`src/rtl/flag_unit_pkg.sv`:
```
// Shared definitions for the flag unit: ALU op encoding, flag bit positions
// and helpers used by both the flag pipeline and the decoder's condition check.
package flag_unit_pkg;

  typedef enum logic [1:0] {
    ALU_ADD = 2'b00,
    ALU_SUB = 2'b01,
    ALU_AND = 2'b10,
    ALU_ORR = 2'b11
  } alu_op_e;

  localparam int FLAG_N = 3;
  localparam int FLAG_Z = 2;
  localparam int FLAG_C = 1;
  localparam int FLAG_V = 0;

  typedef logic [3:0] flags_t;

  // Logical ops never touch C/V, regardless of the requested write mask.
  function automatic flags_t flag_wr_mask(input logic [1:0] flag_w, input alu_op_e op);
    flags_t m;
    logic   arith;
    arith     = (op == ALU_ADD) || (op == ALU_SUB);
    m         = '0;
    m[FLAG_N] = flag_w[1];
    m[FLAG_Z] = flag_w[1];
    m[FLAG_C] = flag_w[0] & arith;
    m[FLAG_V] = flag_w[0] & arith;
    return m;
  endfunction

  function automatic logic cond_holds(input logic [3:0] cond, input flags_t f);
    logic r;
    case (cond[3:1])
      3'd0:    r = f[FLAG_Z];
      3'd1:    r = f[FLAG_C];
      3'd2:    r = f[FLAG_N];
      3'd3:    r = f[FLAG_V];
      3'd4:    r = f[FLAG_C] & ~f[FLAG_Z];
      3'd5:    r = (f[FLAG_N] == f[FLAG_V]);
      3'd6:    r = (f[FLAG_N] == f[FLAG_V]) & ~f[FLAG_Z];
      default: r = 1'b1;
    endcase
    return (cond == 4'hE) ? 1'b1 : (r ^ cond[0]);
  endfunction

endpackage

```
`src/rtl/flag_unit_flag_gen.sv`:
```
// Combinational flag generation: computes N,Z,C,V for one ALU op.
// C/V are driven to zero for logical ops; the write mask keeps them from committing.
module flag_gen
  import flag_unit_pkg::*;
(
  input  alu_op_e     op_i,
  input  logic [31:0] a_i,
  input  logic [31:0] b_i,
  output flags_t      flags_o
);

  logic        is_sub;
  logic [32:0] sum;
  logic [31:0] res;
  logic        c;
  logic        v;

  always_comb begin
    is_sub = (op_i == ALU_SUB);
    // SUB as a + ~b + 1, so C=1 means no borrow
    sum    = {1'b0, a_i} + {1'b0, (is_sub ? ~b_i : b_i)} + {32'd0, is_sub};
    res    = sum[31:0];
    c      = 1'b0;
    v      = 1'b0;
    case (op_i)
      ALU_ADD: begin
        c = sum[32];
        v = (a_i[31] == b_i[31]) && (res[31] != a_i[31]);
      end
      ALU_SUB: begin
        c = sum[32];
        v = (a_i[31] != b_i[31]) && (res[31] != a_i[31]);
      end
      ALU_AND: res = a_i & b_i;
      default: res = a_i | b_i;
    endcase
    flags_o         = '0;
    flags_o[FLAG_N] = res[31];
    flags_o[FLAG_Z] = (res == 32'd0);
    flags_o[FLAG_C] = c;
    flags_o[FLAG_V] = v;
  end

endmodule

```
`src/rtl/flag_unit.sv`:
```
// Two-stage flag update pipeline: S1 captures the request, S2 computes and commits
// masked flags. busy_o lets the decoder stall conditional instructions.
module flag_unit
  import flag_unit_pkg::*;
(
  input  logic        clk,
  input  logic        rst_n,
  input  logic        valid_i,
  input  logic [1:0]  alu_op_i,
  input  logic [31:0] src_a_i,
  input  logic [31:0] src_b_i,
  input  logic [1:0]  flag_w_i,
  input  logic        cond_ex_i,
  input  logic        flush_i,
  output logic [3:0]  flags_o,
  output logic        busy_o
);

  logic        s1_valid_q, s1_valid_d;
  logic        s2_valid_q, s2_valid_d;
  alu_op_e     s1_op_q, s2_op_q;
  logic [31:0] s1_a_q, s1_b_q, s2_a_q, s2_b_q;
  logic [1:0]  s1_fw_q, s2_fw_q;
  flags_t      flags_q, flags_d;
  flags_t      gen_flags;
  flags_t      wr_mask;
  logic        accept;

  flag_gen u_flag_gen (
    .op_i    (s2_op_q),
    .a_i     (s2_a_q),
    .b_i     (s2_b_q),
    .flags_o (gen_flags)
  );

  always_comb begin
    accept     = valid_i & cond_ex_i & (flag_w_i != 2'b00) & ~flush_i;
    s1_valid_d = accept;
    // flush kills only the S1 entry; whatever is in S2 still commits
    s2_valid_d = s1_valid_q & ~flush_i;
    wr_mask    = flag_wr_mask(s2_fw_q, s2_op_q);
    flags_d    = flags_q;
    if (s2_valid_q) begin
      flags_d = (flags_q & ~wr_mask) | (gen_flags & wr_mask);
    end
  end

  always_ff @(posedge clk or negedge rst_n) begin
    if (!rst_n) begin
      s1_valid_q <= 1'b0;
      s2_valid_q <= 1'b0;
      flags_q    <= '0;
    end else begin
      s1_valid_q <= s1_valid_d;
      s2_valid_q <= s2_valid_d;
      flags_q    <= flags_d;
    end
  end

  // Datapath registers are qualified by the valid bits and need no reset.
  always_ff @(posedge clk) begin
    if (accept) begin
      s1_op_q <= alu_op_e'(alu_op_i);
      s1_a_q  <= src_a_i;
      s1_b_q  <= src_b_i;
      s1_fw_q <= flag_w_i;
    end
    if (s1_valid_q) begin
      s2_op_q <= s1_op_q;
      s2_a_q  <= s1_a_q;
      s2_b_q  <= s1_b_q;
      s2_fw_q <= s1_fw_q;
    end
  end

  assign flags_o = flags_q;
  assign busy_o  = s1_valid_q | s2_valid_q;

endmodule
```
`config.mk`:
```
export PLATFORM = sky130hd
export DESIGN_NAME = flag_unit
export DESIGN_NICKNAME = d
export VERILOG_FILES = /design/src/rtl/flag_unit_pkg.sv /design/src/rtl/flag_unit_flag_gen.sv /design/src/rtl/flag_unit.sv
export SDC_FILE = /design/constraint.sdc
export NUM_CORES = 1
export LEC_CHECK = 0
export CORE_MARGIN = 2
export CORE_UTILIZATION = 57
export DETAILED_ROUTE_END_ITERATION = 16
export GPL_ROUTABILITY_DRIVEN = 0
export PLACE_DENSITY = 0.8
export REMOVE_ABC_BUFFERS = 1
export SLEW_MARGIN = 20
export SYNTH_ARGS = -nofsm -noshare
export SYNTH_HDL_FRONTEND = slang
export SYNTH_HIERARCHICAL = 1
export SYNTH_SLANG_ARGS = --single-unit
```
`constraint.sdc`:
```
create_clock -name clk -period 4.92 [get_ports clk]
set_clock_uncertainty 0.1 [all_clocks]
set_input_delay 0.492 -clock clk [delete_from_list [all_inputs] [get_ports clk]]
set_output_delay 0.492 -clock clk [all_outputs]
set_load 0.02 [all_outputs]
```
==> key figures, run 1 <==
STA
  • Final Hold Viols: 0
  • Slew at the pin closest to its max-slew limit: about 0.9 ns
  • Upper clock frequency limit: 222 MHz
  • Tcrit/Tclk final: 0.917
  • RSZ-0062 raised after global routing: no
  • Crit path time final: roughly 4.5 ns
  • Pins Over Slew Limit: 0
  • Slew headroom: 0.416
  • Final setup fails: 0

Worst setup path
  • Critical path class: reg2reg
  • R2R Path Start: s2_op_q[1]
  • Worst EP required: about 5.2 ns
  • Flop2flop setup slack: between 0.4 and 0.5 ns
  • Slowest stage delay, CP: about 0.53 ns
  • Crit path capture type: flip-flop
  • Critical path peak fanout: 23
  • Crit-path cells: buf_4, nand2b_2, buf_4, xnor2_1, ha_1, a21o_1, a2111oi_0, mux2i_1, a32oi_1, nand4_1, nor4b_2, nand4_1, nor4_1, o211a_1, mux2_2
  • Startpoint class of the critical path: flip-flop
  • Worst R2R Path Depth: 15
  • Slowest library cell on the worst path: a2111oi_0
  • CP arrival: between 4 and 5 ns

Power
  • Power per cell area: around 360 nW/um^2
  • Leak: ~3.1 nW
  • Clock power share: 0.389
  • Switching Fraction: 0.250
  • Total power: 3.21 mW
  • Internal power: roughly 2.4 mW
  • Power share of the combinational group: 0.167
  • Reg power frac: 0.443
  • Net Sw Power: ~800 uW
  • Maximum vdd ir drop: between 0.3 and 0.4 mV

Synthesis
  • Fraction of registers with async set or reset after synthesis: 0.0423
  • Yosys top cell by area: edfxtp_1
  • Syn Inst Count: between 600 and 700
  • Post-synth EDFFs: between 100 and 150
  • Syn avg cell area: between 10 and 15 sq um
  • Dominant cells by area after synthesis: edfxtp_1 (54%), ha_1 (6.8%), xnor2_1 (4.2%)
  • Synth top area share: 0.540
  • Top_reg_cell synth: edfxtp_1
  • Synth cell types: 86
  • Sequential share of the synthesized area: 0.560
  • Synth Cell Area: 7560 sq um
  • FF+latch count, synth: ~140
  • Synth warn: 6

Floorplanning
  • Rows: between 40 and 50
  • Die height: roughly 120 um
  • Top Ports: around 80
  • Die span in x: 119 um
  • Core area: approximately 13000 sq um
  • Die footprint: 14200 sq um
  • Starting Density: 0.578

Global route
  • Largest net degree at the start of global routing: 70
  • Total GRT Usage: 0.248
  • Gr ovfl total: 0
  • Initial antenna violation count: 0
  • First-pass GRT wire length: around 27000 um
  • Vias in the first global route: 5477

Place
  • Port Buffers: 77
  • DP Wirelength: around 12000 um

Outcome
  • Status: finished clean

Route
  • Total wire length: about 17000 um
  • Drt first-iter violations: 547
  • Routed Antenna Nets: 0
  • Vias post-DR: 5526
  • WL/cell: 19.5 um
  • Residual DRC: 0
  • Avg Vias per Cell: roughly 6.4
  • Detailed Routing Iterations Pass 1: 6

Job
  • Maxcap violations: 0

CTS
  • CTS H-Tree Depth: 4
  • Hold Buf Count CTS: 0
  • Setup Fix Bufs, Post-CTS: 0
  • TritonCTS clock tree: built
  • Root Buffer: clkbuf_16
  • Post-CTS sizing: 0
  • Clock Path Buffers: 2
  • Worst-Skew Late Latency: between 0.4 and 0.5 ns
  • Clk slew on worst S/H paths: around 0.06 ns
  • Total CTS buffers: 17
  • Clock tree sinks: around 140

Hold path
  • Min-delay worst type: in2async

Layout
  • Layout cell share with drive strength beyond 1: 0.0939
  • Area Overhead vs Synth: 19.4%
  • Fin nets: 796
  • Final core area utilization: 0.690
  • Antenna diodes: 0
## cells in the mapped netlist, types with 4 or more instances
| cell | count |
|---|---|
| a211o_1 | 5 |
| a211oi_1 | 9 |
| a21o_1 | 8 |
| a21oi_1 | 46 |
| a22oi_1 | 6 |
| buf_6 | 7 |
| clkbuf_1 | 8 |
| dfrtp_1 | 6 |
| edfxtp_1 | 136 |
| ha_1 | 41 |
| inv_1 | 19 |
| mux2_2 | 6 |
| mux2i_1 | 5 |
| nand2_1 | 25 |
| nand3_1 | 15 |
| nand4_1 | 13 |
| nor2_1 | 27 |
| nor2b_1 | 5 |
| nor3_1 | 8 |
| nor4_1 | 16 |
| o211ai_1 | 8 |
| o21a_1 | 7 |
| o21ai_0 | 23 |
| o21ai_1 | 7 |
| o31ai_1 | 4 |
| or3_1 | 4 |
| xnor2_1 | 36 |
| xor2_1 | 5 |
## placed cells by master (no fill, tap or decap), types with 4 or more instances in the layout
cell type        synthesis  routed
clkbuf_16                0      17
nand4_1                 13      13
a211o_1                  5       5
xor2_1                   5       5
edfxtp_1               136     136
o31ai_1                  4       4
or3_1                    4       4
o21ai_1                  7       7
a211oi_1                 9       9
buf_4                    2       5
o21ai_0                 23      23
inv_1                   19      19
nand2_1                 25      25
dfrtp_1                  6       5
clkinv_1                 0       4
nand3_1                 15      15
xnor2_1                 36      36
mux2_2                   6       6
ha_1                    41      41
o211ai_1                 8       8
o21a_1                   7       7
nor2_1                  27      27
mux2i_1                  5       5
nor3_1                   8       7
nor2b_1                  5       5
a21oi_1                 46      46
a22oi_1                  6       6
a21o_1                   8       8
nor4_1                  16      16
clkdlybuf4s50_1          0      77
## metrics by stage
step / hold WS [ns] / TNS [ns] / worst slack, ns / cells / area (sq um)
floorplan: 0.0964 / -71.11 / -1.06 / 580 / 7410
global placement: 0.302 / 0 / 0.683 / 838 / 8450
detailed placement: 0.305 / 0 / 0.609 / 838 / 8450
CTS: 0.207 / 0 / 0.556 / 868 / 9030
global route: 0.231 / 0 / 0.276 / 868 / 9030
finish: 0.213 / 0 / 0.406 / 868 / 9030
## registers in the layout, indices dropped and copies added (netlist names), 2 cells and up, named ones only
name and cells:
s1_a_q 32, s1_b_q 32, s2_a_q 32, s2_b_q 32, s1_fw_q 2, s1_op_q 2, s2_fw_q 2, s2_op_q 2
## worst max-delay path, delay by kind of cell, from the launching register on
family,cells,cell delay [ns]
XOR/XNOR,1,0.17
adder cells (fa/ha/maj),1,0.42
AND/OR/NAND/NOR,5,1.26
AO/OA/AOI/OAI,4,1.32
buffers and inverters,2,0.52
flip-flops,1,0.36
multiplexers,2,0.28
## metal layers
layer | up-vias | global-route usage | share of wire | wire (um)
li1 | 2541 | - | - | -
met1 | 2603 | 0.328 | 0.41 | 6940
met2 | 324 | 0.389 | 0.47 | 7960
met3 | 58 | 0.0460 | 0.083 | 1400
met4 | 0 | 0.134 | 0.038 | 649
met5 | - | 0 | 0 | 0
## layout make-up
type	count	area (sq um)
fillers	925	4060
clock buffers	18	429
inverters	19	71.3
clock inverters	12	145
multi-input cells	419	3120
repair buffers	82	808
flip-flops and latches	142	4240
well taps	176	220
## power groups by stage
| stage | registers (mW) | clock network [mW] | logic, mW |
|---|---|---|---|
| 2_1_floorplan | 1.44 | 0 | 0.338 |
| 3_3_place_gp | 1.44 | 0 | 0.502 |
| 3_5_place_dp | 1.44 | 0 | 0.514 |
| 4_1_cts | 1.42 | 1.27 | 0.520 |
| 5_1_grt | 1.43 | 1.32 | 0.577 |
| 6_report | 1.42 | 1.25 | 0.536 |
## worst max path at each step
| stage | startpoint | endpoint | slack [ns] | cells after the start |
|---|---|---|---|---|
| after floorplan | flush_i | s1_valid_q | -1.06 | 1 |
| after global placement | s2_op_q[1] | flip-flop | 0.68 | 15 |
| after detailed placement | s2_op_q[1] | flip-flop | 0.61 | 15 |
| after CTS | s2_op_q[1] | flip-flop | 0.56 | 15 |
| after global routing | s2_op_q[1] | flip-flop | 0.28 | 15 |
| final | s2_op_q[1] | flip-flop | 0.41 | 15 |
## logic make-up after synthesis
group / Yosys count / share of synthesized area
muxes: 13 / 0.0185
DFF: 142 / 0.560
AOI/OAI and AO/OA: 174 / 0.162
and+or+nand+nor: 148 / 0.111
buffers and inverters: 40 / 0.0290
xor gates and xnor gates: 42 / 0.0496
adders and majority gates: 42 / 0.0705
No activity file was read; power rests on OpenSTA's default activity.
==> run 2, diff against run 1 <==
CTS_CLUSTER_SIZE = 16   (was not set)
==> results of run 2 <==
The final DEF is identical to that of run 1; final timing and power are the same.
